File: src/rtl/blinky_pkg.sv
// Shared constants and types for the blinky demo top level.
package blinky_pkg;

   localparam int CLK_HZ                = 12_000_000;
   localparam int DEFAULT_COUNTER_WIDTH = 24;
   localparam int DEFAULT_TAP_BIT       = 22;

   typedef logic [DEFAULT_COUNTER_WIDTH-1:0] counter_t;

   // Number of clock edges in one full LED4 blink period for a given tap.
   function automatic longint blink_period(input int tap_bit);
      return longint'(1) << (tap_bit + 1);
   endfunction

endpackage

File: src/rtl/blinky_counter.sv
// Free-running binary counter with synchronous clear and increment enable.
module blinky_counter
   import blinky_pkg::*;
#(
   parameter int WIDTH = DEFAULT_COUNTER_WIDTH
) (
   input  logic             clk,
   input  logic             clr,
   input  logic             en,
   output logic [WIDTH-1:0] count
);

   // Power-up value comes from the initialiser so counting works without reset.
   logic [WIDTH-1:0] count_q = '0;

   always_ff @(posedge clk) begin
      if (clr) begin
         count_q <= '0;
      end else if (en) begin
         count_q <= count_q + WIDTH'(1);
      end
   end

   assign count = count_q;

endmodule

File: src/rtl/blinky_led.sv
// Top-level demo: LED4 blinks from one counter bit, LED3..LED0 are static.
module blinky_led
   import blinky_pkg::*;
#(
   parameter int         COUNTER_WIDTH = DEFAULT_COUNTER_WIDTH,
   parameter int         TAP_BIT       = DEFAULT_TAP_BIT,
   parameter logic [3:0] STATIC_LEDS   = 4'b0000
) (
   input  logic CLK,
   input  logic RST = 1'b0,
   output logic LED4,
   output logic LED3,
   output logic LED2,
   output logic LED1,
   output logic LED0
);

   if (TAP_BIT >= COUNTER_WIDTH) begin : g_bad_tap
      $error("blinky_led: TAP_BIT must be below COUNTER_WIDTH");
   end

   logic [COUNTER_WIDTH-1:0] count_w;

   blinky_counter #(
      .WIDTH (COUNTER_WIDTH)
   ) u_counter (
      .clk   (CLK),
      .clr   (RST),
      .en    (1'b1),
      .count (count_w)
   );

   // Straight from a flop output, so LED4 cannot glitch.
   assign LED4 = count_w[TAP_BIT];

   assign LED3 = STATIC_LEDS[3];
   assign LED2 = STATIC_LEDS[2];
   assign LED1 = STATIC_LEDS[1];
   assign LED0 = STATIC_LEDS[0];

endmodule

File: config.mk
export PLATFORM = sky130hd
export DESIGN_NAME = blinky_led
export DESIGN_NICKNAME = d
export VERILOG_FILES = /design/src/rtl/blinky_pkg.sv /design/src/rtl/blinky_counter.sv /design/src/rtl/blinky_led.sv
export SDC_FILE = /design/constraint.sdc
export NUM_CORES = 1
export LEC_CHECK = 0
export ABC_AREA = 1
export ABC_CLOCK_PERIOD_IN_PS = 3800
export CORE_MARGIN = 3
export CORE_UTILIZATION = 36
export CTS_BUF_LIST = sky130_fd_sc_hd__clkbuf_16
export CTS_CLUSTER_DIAMETER = 80
export CTS_CLUSTER_SIZE = 14
export DETAILED_ROUTE_END_ITERATION = 6
export HOLD_SLACK_MARGIN = 0.03
export PLACE_DENSITY_LB_ADDON = 0.3
export RECOVER_POWER = 25
export SETUP_SLACK_MARGIN = 0.05
export SLEW_MARGIN = 25
export SYNTH_ARGS = -nofsm -noshare
export SYNTH_HDL_FRONTEND = slang
export SYNTH_SLANG_ARGS = --single-unit
File: constraint.sdc
create_clock -name CLK -period 3.8 [get_ports CLK]
set_input_delay 0.57 -clock CLK [delete_from_list [all_inputs] [get_ports CLK]]
set_output_delay 0.57 -clock CLK [all_outputs]
set_load 0.02 [all_outputs]
==> out/metrics.csv <==
metric,value,unit
ys_types,21,
power_density,369,mW/mm^2
max_stage_delay,0.62,ns
num_rows,20,
clockPowerShare,0.463,
synth.avg_cell_area,6.96,um^2
via_count,1023,
cp_cell_sequence,clkdlybuf4s50_1,
period_share,0.477,
cts.clk_slew.worst_paths,0.06,ns
synth.top_cell.area_share,0.382,
grt_pass1_vias,955,
ys_seq_elements,23,
min_period,1.81,ns
gr-total-overflow,0,
critPathKind,flop to output port,
cts_root_buffer,clkbuf_16,
drt-total-wl,2280,um
endpoint_kind,output port,
synth_edf_count,0,
cts_tree,built,
ys_async_sr_fraction,0,
syn2layout_area_growth,9.97,%
yosysMostFrequentCell,nor2_1,
status,"finished, final reports clean",
io_buffers,2,
power_leakage,0.486,nW
drv_slew,0,
place.gp.congestion,0.806,
combPwrFrac,0.035,
switching_share,0.203,
ys_top_cells_by_count,"nor2_1 (41), nand2_1 (38), dfxtp_1 (23), a21oi_1 (11), inv_1 (11)",
power.total,488,uW
finalSetupTns,0,ns
switchingPower,99.3,uW
synthFlopType,dfxtp_1,
required,3.23,ns
nets,180,
cts_hold_buf,0,
cp.arrival,1.24,ns
wl_per_cell,10.3,um
worst_path_max_delay_cell,clkdlybuf4s50_1,
crit_buf_inv,1,
cts_sinks,23,
io_pins,7,
p_int,389,uW
die_area,0.00408,mm^2
syn_area,0.00120,mm^2
dieHeight,63.9,um
vdd_drop_max,0.000133,V
avgViaCountPerCell,4.65,
largest_reg_flops,23,
h-tree-depth,1,
first_iter_violations,30,
postSynthCellCount,173,
diodes,0,
synth_top_cell_by_area,dfxtp_1,
setup_viol,0,
grt_pass1_wl,4030,um
cts_setup_buffers,0,
startpoint_type,flop,
drc,0,
insertion_delay,0.26,ns
cp_top_family,buffers and inverters,
cp_max_fo,3,
dr.pass1.iters,4,
floorplan.initialDensity,0.385,
ys_seq_area_frac,0.382,
rsz0062_at_grt,no,
yosys_warnings,0,
cts_buffer_depth,2,
core,0.00313,mm^2
post_cts_resized,0,
grt_max_degree,14,
min_path_type,flop to flop,
fmax,551,MHz
grt_use_total,0.124,
dieWidth,63.9,um
seqPwrFrac,0.503,
finalClockSkew,0.00323,ns
synth.area.top_cells,"dfxtp_1 (38%), nor2_1 (13%), nand2_1 (12%), nor2_4 (7.5%), a21oi_1 (4.6%)",
cts_inserted_buffers,3,
max-cap-violations,0,
hold_viol_final,0,
drive_above_1_share,0.108,
ant_nets,0,
antenna_found_initial,0,
dp_hpwl,1700,um
-- worst paths after layout --
| check | start | endpoint | slack, ns | cells past startpoint |
|---|---|---|---|---|
| max reg2reg | u_counter.count[0]$_SDFF_PP0_ | u_counter.count[20]$_SDFF_PP0_ | 2.27 | 8 |
| max | u_counter.count[22]$_SDFF_PP0_ | LED4 | 1.99 | 1 |
| min | u_counter.count[0]$_SDFF_PP0_ | u_counter.count[0]$_SDFF_PP0_ | 0.46 | 1 |
| min reg2reg | u_counter.count[0]$_SDFF_PP0_ | u_counter.count[0]$_SDFF_PP0_ | 0.46 | 1 |
-- placed cells by master (no fill, tap or decap) --
cell / instances
nor2_4: 7
o21ai_0: 2
conb_1: 4
xor2_1: 3
dlygate4sd3_1: 1
nand2_1: 38
inv_2: 2
nand2_4: 2
nor3_1: 2
o21a_1: 3
nor2_1: 42
nand3_1: 8
clkbuf_16: 3
dfxtp_1: 23
inv_1: 12
a21oi_1: 11
nand4_1: 5
clkdlybuf4s50_1: 1
nor2_2: 1
ha_1: 1
and2_1: 1
nand2_2: 4
-- kinds of logic after synthesis --
logic type,count (synthesis),share of synthesized area
xor+xnor,3,0.0218
other cells,1,0.00311
flops,23,0.382
compound gates,16,0.0727
fa+ha+maj,1,0.0104
simple gates,110,0.438
buf+inv,19,0.0717
-- stage by stage --
step	instances	setup slack [ns]	hold slack, ns	instance area [um^2]	util
finish	220	1.99	0.458	1330	0.424
global route	220	1.86	0.478	1330	0.424
CTS	220	1.99	0.468	1330	0.426
detailed placement	216	1.84	0.459	1250	0.401
global placement	216	1.91	0.425	1250	0.401
floorplan	176	2.57	0.417	1220	-
-- per-layer routing --
layer,global-route usage,up-vias,share of wire
met2,0.214,12,0.47
met1,0.143,460,0.48
met5,0,-,0
met4,0.0566,0,0.021
met3,0.0316,5,0.026
li1,-,546,-
-- cell type report --
class / count / area, um^2
inverter: 13 / 48.8
clock inverter: 1 / 3.75
fill: 317 / 1800
clock buffer: 3 / 75.1
timing repair buffer: 2 / 20.0
multi-input combinational: 134 / 662
tap: 44 / 55.1
sequential: 23 / 460
-- power by group through the flow --
stage / Sequential (mW) / Combinational, mW / Clock, mW
after floorplan: 0.250 / 0.0176 / 0
after global placement: 0.251 / 0.0167 / 0
after detailed placement: 0.251 / 0.0175 / 0
after CTS: 0.245 / 0.0175 / 0.231
after global routing: 0.246 / 0.0202 / 0.236
final: 0.245 / 0.0169 / 0.226
No activity file was read; power rests on OpenSTA's default activity.
